### src/rtl/mips_ex_pkg.sv
// mips_ex_pkg: shared constants for the MIPS32 execute stage
package mips_ex_pkg;
  localparam int XLEN   = 32;
  localparam int ALUC_W = 21;
  localparam int ALU_ADD  = 0;
  localparam int ALU_SUB  = 1;
  localparam int ALU_AND  = 2;
  localparam int ALU_OR   = 3;
  localparam int ALU_XOR  = 4;
  localparam int ALU_NOR  = 5;
  localparam int ALU_SLT  = 6;
  localparam int ALU_SLL  = 7;
  localparam int ALU_SRL  = 8;
  localparam int ALU_SRA  = 9;
  localparam int ALU_LUI  = 10;
  localparam int ALU_MULT = 11;
  localparam int ALU_DIV  = 12;
  localparam int ALU_MFHI = 13;
  localparam int ALU_MFLO = 14;
  localparam int ALU_MTHI = 15;
  localparam int ALU_MTLO = 16;
  typedef enum logic [1:0] {IDLE = 2'd0, BUSY = 2'd1, DONE = 2'd2} md_state_t;
endpackage

### src/rtl/muldiv_unit.sv
// muldiv_unit: iterative shift-add multiplier and restoring divider with sign correction
// start/is_div/sign/a/b: request and operands (start in DONE acknowledges the result)
// busy: computing; done: hi/lo valid, waiting for acknowledge
module muldiv_unit
  import mips_ex_pkg::*;
#(
  parameter int MUL_LAT   = 4,
  parameter int DIV_ITERS = 32
) (
  input  logic        clk,
  input  logic        rst_n,
  input  logic        start,
  input  logic        is_div,
  input  logic        sign,
  input  logic [31:0] a,
  input  logic [31:0] b,
  output logic        busy,
  output logic        done,
  output logic [31:0] hi,
  output logic [31:0] lo
);
  // multiplier bits consumed per cycle so MUL_LAT steps cover all 32
  localparam int K = (XLEN + MUL_LAT - 1) / MUL_LAT;
  md_state_t state;
  logic [5:0] cnt;
  logic div_r, neg_q, neg_r;
  logic [31:0] q, r, d, ma, mb;
  logic [63:0] acc, mcand, prod;
  logic [32:0] t;
  assign ma = (sign & a[31]) ? -a : a;
  assign mb = (sign & b[31]) ? -b : b;
  // remainder is always below the divisor, so t[32] is a clean borrow flag
  assign t = {r, q[31]} - {1'b0, d};
  assign prod = neg_q ? -acc : acc;
  assign lo = div_r ? (neg_q ? -q : q) : prod[31:0];
  assign hi = div_r ? (neg_r ? -r : r) : prod[63:32];
  assign busy = state == BUSY;
  assign done = state == DONE;
  always_ff @(posedge clk or negedge rst_n)
    if (!rst_n) begin
      state <= IDLE;
      cnt   <= '0;
      div_r <= 1'b0;
      neg_q <= 1'b0;
      neg_r <= 1'b0;
      q     <= '0;
      r     <= '0;
      d     <= '0;
      acc   <= '0;
      mcand <= '0;
    end else case (state)
      IDLE: if (start) begin
        state <= BUSY;
        cnt   <= is_div ? 6'(DIV_ITERS) : 6'(MUL_LAT);
        div_r <= is_div;
        neg_q <= sign & (a[31] ^ b[31]);
        neg_r <= sign & a[31];
        q     <= ma;
        d     <= mb;
        r     <= '0;
        acc   <= '0;
        mcand <= {32'd0, mb};
      end
      BUSY: begin
        cnt <= cnt - 6'd1;
        if (cnt == 6'd1) state <= DONE;
        if (div_r) begin
          r <= t[32] ? {r[30:0], q[31]} : t[31:0];
          q <= {q[30:0], ~t[32]};
        end else begin
          acc   <= acc + mcand * 64'(q[K-1:0]);
          q     <= q >> K;
          mcand <= mcand << K;
        end
      end
      DONE: if (start) state <= IDLE;
      default: state <= IDLE;
    endcase
endmodule

### src/rtl/ex_stage.sv
// ex_stage: MIPS32 execute stage with HI/LO, mult/div unit and EX/MEM register
// EX_*: decoded instruction bundle; MEM_stall: downstream hold
// EX_stall: combinational hold to ID/EX; MEM_*: registered results and controls
module ex_stage
  import mips_ex_pkg::*;
#(
  parameter int MUL_LAT   = 4,
  parameter int DIV_ITERS = 32
) (
  input  logic        clk,
  input  logic        rst_n,
  input  logic        MEM_stall,
  input  logic [4:0]  EX_reg_dst,
  input  logic [31:0] EX_data_a,
  input  logic [31:0] EX_data_b,
  input  logic [31:0] EX_data_c,
  input  logic [20:0] EX_aluc,
  input  logic        EX_sign,
  input  logic        EX_memread,
  input  logic        EX_memwrite,
  input  logic [31:0] EX_memaddr,
  input  logic [8:0]  EX_load_op,
  input  logic [5:0]  EX_store_op,
  input  logic        EX_memtoreg,
  input  logic        EX_regwrite,
  output logic        EX_stall,
  output logic [31:0] MEM_alu_result,
  output logic [31:0] MEM_store_data,
  output logic [4:0]  MEM_reg_dst,
  output logic        MEM_memread,
  output logic        MEM_memwrite,
  output logic        MEM_memtoreg,
  output logic        MEM_regwrite,
  output logic [31:0] MEM_memaddr,
  output logic [8:0]  MEM_load_op,
  output logic [5:0]  MEM_store_op
);
  logic [31:0] hi_r, lo_r, md_hi, md_lo, sra_v, res;
  logic is_md, md_busy, md_done, md_hold;
  assign is_md = EX_aluc[ALU_MULT] | EX_aluc[ALU_DIV];
  muldiv_unit #(.MUL_LAT(MUL_LAT), .DIV_ITERS(DIV_ITERS)) u_md (
    .clk    (clk),
    .rst_n  (rst_n),
    .start  (is_md & ~MEM_stall),
    .is_div (EX_aluc[ALU_DIV]),
    .sign   (EX_sign),
    .a      (EX_data_a),
    .b      (EX_data_b),
    .busy   (md_busy),
    .done   (md_done),
    .hi     (md_hi),
    .lo     (md_lo)
  );
  // the mult/div instruction is held from its first EX cycle until DONE
  assign md_hold  = md_busy | (is_md & ~md_done);
  assign EX_stall = rst_n & (MEM_stall | md_hold);
  // kept separate so the arithmetic shift is not turned unsigned by the result mux
  assign sra_v = $signed(EX_data_b) >>> EX_data_a[4:0];
  always_comb
    res = |EX_aluc[20:17]   ? 32'd0 :
          EX_aluc[ALU_ADD]  ? EX_data_a + EX_data_b :
          EX_aluc[ALU_SUB]  ? EX_data_a - EX_data_b :
          EX_aluc[ALU_AND]  ? EX_data_a & EX_data_b :
          EX_aluc[ALU_OR]   ? EX_data_a | EX_data_b :
          EX_aluc[ALU_XOR]  ? EX_data_a ^ EX_data_b :
          EX_aluc[ALU_NOR]  ? ~(EX_data_a | EX_data_b) :
          EX_aluc[ALU_SLT]  ? {31'd0, EX_sign ? ($signed(EX_data_a) < $signed(EX_data_b)) : (EX_data_a < EX_data_b)} :
          EX_aluc[ALU_SLL]  ? EX_data_b << EX_data_a[4:0] :
          EX_aluc[ALU_SRL]  ? EX_data_b >> EX_data_a[4:0] :
          EX_aluc[ALU_SRA]  ? sra_v :
          EX_aluc[ALU_LUI]  ? {EX_data_b[15:0], 16'd0} :
          EX_aluc[ALU_MFHI] ? hi_r :
          EX_aluc[ALU_MFLO] ? lo_r : 32'd0;
  always_ff @(posedge clk or negedge rst_n)
    if (!rst_n) begin
      hi_r <= '0;
      lo_r <= '0;
    end else if (md_done & ~MEM_stall) begin
      hi_r <= md_hi;
      lo_r <= md_lo;
    end else if (~EX_stall) begin
      if (EX_aluc[ALU_MTHI]) hi_r <= EX_data_a;
      if (EX_aluc[ALU_MTLO]) lo_r <= EX_data_a;
    end
  always_ff @(posedge clk or negedge rst_n)
    if (!rst_n) begin
      MEM_alu_result <= '0;
      MEM_store_data <= '0;
      MEM_reg_dst    <= '0;
      MEM_memread    <= 1'b0;
      MEM_memwrite   <= 1'b0;
      MEM_memtoreg   <= 1'b0;
      MEM_regwrite   <= 1'b0;
      MEM_memaddr    <= '0;
      MEM_load_op    <= '0;
      MEM_store_op   <= '0;
    end else if (!MEM_stall) begin
      if (md_hold) begin
        MEM_memread  <= 1'b0;
        MEM_memwrite <= 1'b0;
        MEM_regwrite <= 1'b0;
      end else begin
        MEM_alu_result <= res;
        MEM_store_data <= EX_data_c;
        MEM_reg_dst    <= EX_reg_dst;
        MEM_memread    <= EX_memread & ~is_md;
        MEM_memwrite   <= EX_memwrite & ~is_md;
        MEM_memtoreg   <= EX_memtoreg;
        MEM_regwrite   <= EX_regwrite & ~is_md;
        MEM_memaddr    <= EX_memaddr;
        MEM_load_op    <= EX_load_op;
        MEM_store_op   <= EX_store_op;
      end
    end
endmodule

### config.mk
export PLATFORM = sky130hd
export DESIGN_NAME = ex_stage
export DESIGN_NICKNAME = d
export VERILOG_FILES = /design/src/rtl/mips_ex_pkg.sv /design/src/rtl/muldiv_unit.sv /design/src/rtl/ex_stage.sv
export SDC_FILE = /design/constraint.sdc
export NUM_CORES = 2
export LEC_CHECK = 0
export CAP_MARGIN = 0
export CORE_MARGIN = 5
export CORE_UTILIZATION = 57
export CTS_BUF_LIST = sky130_fd_sc_hd__clkbuf_16
export DETAILED_ROUTE_END_ITERATION = 10
export PLACE_DENSITY = 0.77
export SLEW_MARGIN = 25
export SYNTH_ARGS = -nofsm -noshare
export SYNTH_HDL_FRONTEND = slang
export SYNTH_HIERARCHICAL = 1
export SYNTH_SLANG_ARGS = --single-unit
export TNS_END_PERCENT = 30
### constraint.sdc
create_clock -name clk -period 8.04 [get_ports clk]
set_input_delay 1.206 -clock clk [delete_from_list [all_inputs] [get_ports clk]]
set_output_delay 1.206 -clock clk [all_outputs]
set_load 0.01 [all_outputs]
==> results.json <==
{
  "synth_fa_ha_area_share_pct": 21.84,
  "antenna_found_initial": 3,
  "cts_hold_buf": 0,
  "end_kind": "register",
  "clk_pin_slew_ns": 0.06,
  "fp.dieW_um": 305.5,
  "synthXorXnorAreaFrac_pct": 5.243,
  "cp_common_cell": "fa_1",
  "grt_use_total_pct": 39.26,
  "setup_viol": 0,
  "clock_sinks": 419,
  "path_delay_family": "adder cells",
  "fmax_ghz": 0.1429,
  "grt_pass1_wl_um": 286200,
  "synthSimpleGateAreaFrac_pct": 17.02,
  "htreeDepth": 2,
  "max_slew_margin_pct": 18.76,
  "post_cts_buffers": 0,
  "dieHeight_um": 305.5,
  "cts_resized": 0,
  "area_growth_pct": 10.56,
  "routed_wl_um": 188100,
  "synth_top_family_by_area": "adder cells",
  "peakVddDrop_mv": 0.3914,
  "cts_tree": "done",
  "cp_max_fo": 44,
  "ant_nets": 0,
  "critPathArrivalTime_ns": 7.46,
  "ys_types": 100,
  "final-hold-violation-count": 0,
  "mostFrequentLayoutCells": "inv_1 (692), nand2_1 (651), o21ai_0 (446), a21oi_1 (430), nor2_1 (421)",
  "final_nets": 6883,
  "max_cap_viol_count": 0,
  "path_class": "register to register",
  "die-area_sq_um": 93340,
  "worst_pin_slew_ns": 1.203,
  "synth.mux.area_fraction_pct": 6.256,
  "syn_inst": 6063,
  "finalPower_uw": 22390,
  "place_congestion": 1.068,
  "routedWlPerCell_um": 25.82,
  "cts_inserted_buffers": 53,
  "synth_nets": 6861,
  "port_buffers": 297,
  "start_kind": "register",
  "cpMaxStageDelayCell": "dfrtp_2",
  "cts_root_buf": "clkbuf_16",
  "worst-path-buf-inv": 3,
  "syn_avg_cell_area_sq_um": 8.210,
  "synth_compound_area_share_pct": 20.09,
  "coreArea_sq_um": 86750,
  "critPathMaxStageDelay_ns": 0.94,
  "grt_pass1_vias": 46340,
  "multi_input_area_sq_um": 35130,
  "dp_hpwl_um": 140900,
  "layout_commonest_cell": "inv_1",
  "drt-pass1-iter-count": 9,
  "yosys_warnings": 6,
  "rsz0062_at_grt": "false",
  "route.detailed.drc": 0,
  "setup_ws_ns": 1.041,
  "power.leakage_uw": 0.02492,
  "nFillCells": 7441,
  "drv_slew": 0,
  "ys_seq_area_share_pct": 21.06,
  "status": "finished, final reports clean",
  "synthFlopType": "dfrtp_1",
  "max-clock-path-buffers": 3,
  "finalSetupTns_ns": 0,
  "avgViaCountPerCell": 6.484,
  "clock_latency_ns": 0.73,
  "syn_area_sq_um": 49780,
  "drtIter0Drc": 5936,
  "synth_edf_count": 0,
  "gr-total-overflow": 0,
  "power.density_nw_per_um2": 406.8,
  "fin_crit_sh_pct": 87.06,
  "start_util_pct": 57.38,
  "fp-row-count": 108,
  "grt_max_degree": 158,
  "ys_ff_latch": 419,
  "final_util_pct": 63.44,
  "synthArstFlopShare_pct": 100.0,
  "worstPathCellList": "buf_4 > and2_1 > fa_1 > fa_1 > fa_1 > inv_1 > fa_1 > inv_1 > ha_1 > nand2_1 > o21ai_0 > nor2_1 > o2111ai_1 > o211ai_1 > o21ai_0 > a21boi_0 > o41ai_1 > xnor2_1 > o21ai_0",
  "vias": 47240,
  "fin_skew_ns": 0.1281,
  "seq_area_sq_um": 10510,
  "min_period_ns": 6.999,
  "io_pins": 298,
  "post-place-ws_ns": 1.165,
  "hold_class": "primary input to asynchronous set/reset pin",
  "worstPathRequired_ns": 8.50,
  "drive_above_1_share_pct": 6.511
}
-- synth_stat cells (all sizes together), types with 8 or more instances --
cell type	n	share of area (%)
a2111oi	12	0.21
a211oi	58	0.87
a21o	84	1.3
a21oi	433	4.4
a221o	22	0.44
a221oi	40	0.70
a22o	52	0.91
a22oi	29	0.44
a31oi	33	0.44
and2	347	4.4
and3	14	0.18
buf	97	0.85
clkbuf	319	2.4
dfrtp	419	21
fa	413	17
ha	208	5.2
inv	687	5.2
mux2	115	2.6
mux2i	94	1.9
mux4	39	1.8
nand2	654	4.9
nand2b	32	0.42
nand3	62	0.62
nand4	36	0.45
nor2	423	3.2
nor2b	19	0.24
nor3	79	0.79
nor4	26	0.33
o2111ai	11	0.19
o211a	8	0.16
o211ai	43	0.68
o21a	19	0.29
o21ai	471	4.8
o21bai	36	0.54
o221ai	14	0.25
o22ai	30	0.38
o311a	8	0.16
o31ai	70	1.1
o41ai	29	0.56
or2	15	0.19
or3	35	0.46
or4	28	0.45
xnor2	208	3.7
xor2	90	1.6
-- state kept, by name, indices dropped and copies added, names as in the netlist, 2 cells and up --
name and flops:
u_md/d 32, u_md/q 32, u_md/r 32, u_md/state 2, lo_r 32, MEM_store_data 32, MEM_alu_result 32, u_md/mcand 64
MEM_load_op 9, MEM_store_op 6, MEM_memaddr 32, u_md/acc 64, MEM_reg_dst 5, hi_r 32, u_md/cnt 6
-- power breakdown --
group / internal [uW] / switching [uW]
logic: 6120 / 9480
registers: 2930 / 1400
clock network: 1370 / 1090
-- area by class of cell --
| cell class | instances | area share (%) |
|---|---|---|
| clock buffers | 53 | 2.410 |
| inverters | 692 | 4.720 |
| multi-input cells | 4535 | 63.82 |
| repair buffers | 384 | 6.600 |
| diodes | 2 | 0.009094 |
| well taps | 1155 | 2.626 |
| clock inverters | 45 | 0.7252 |
| flip-flops and latches | 419 | 19.09 |
-- metal layers --
metal  GRT usage, %  share of wire (%)  up-vias
li1               -                  -    20540
met1          51.46                 37    22830
met2          58.77                 43     3118
met3          10.49                 12      745
met4          23.19                7.8        0
met5         0.6067                  0        -
-- path summary, 6_finish.rpt --
kind                            slack (ns)                  start                    endpoint  cells past startpoint
max in group asynchronous             4.70                  rst_n       u_md/q[1]$_DFFE_PN0P_                      4
worst max-delay path                  1.04  u_md/q[2]$_DFFE_PN0P_    u_md/acc[63]$_DFFE_PN0P_                     19
worst min-delay path                  0.43                  rst_n  MEM_load_op[4]$_DFFE_PN0P_                      1
worst min register to register        0.48  u_md/d[7]$_DFFE_PN0P_       u_md/d[7]$_DFFE_PN0P_                      1
worst max register to register        1.04  u_md/q[2]$_DFFE_PN0P_    u_md/acc[63]$_DFFE_PN0P_                     19
min in group clk                      0.48  u_md/d[7]$_DFFE_PN0P_       u_md/d[7]$_DFFE_PN0P_                      1
-- worst register-to-register path: cells and delay by family (launching register included) --
kind	cells	cell delay (ns)
XOR/XNOR	1	0.16
adder cells (fa/ha/maj)	5	2.40
AO/OA/AOI/OAI	7	2.27
buffers and inverters	3	0.61
AND/OR/NAND/NOR	3	0.43
flip-flops	1	0.94
-- logic make-up after synthesis --
group / count (synthesis)
fa+ha+maj: 621
flops: 419
compound gates: 1576
buf+inv: 1109
xor+xnor: 298
simple gates: 1792
mux: 248
-- metrics by stage --
step / area [sq um] / hold WS, ns / std cells
5_1_grt: 55030 / 0.4499 / 7283
3_3_place_gp: 53300 / 0.4604 / 7185
6_report: 55040 / 0.4296 / 7285
4_1_cts: 55030 / 0.4214 / 7283
2_1_floorplan: 49780 / 0.4438 / 6063
3_5_place_dp: 53300 / 0.4661 / 7185
(Power assumes the default switching activity.)
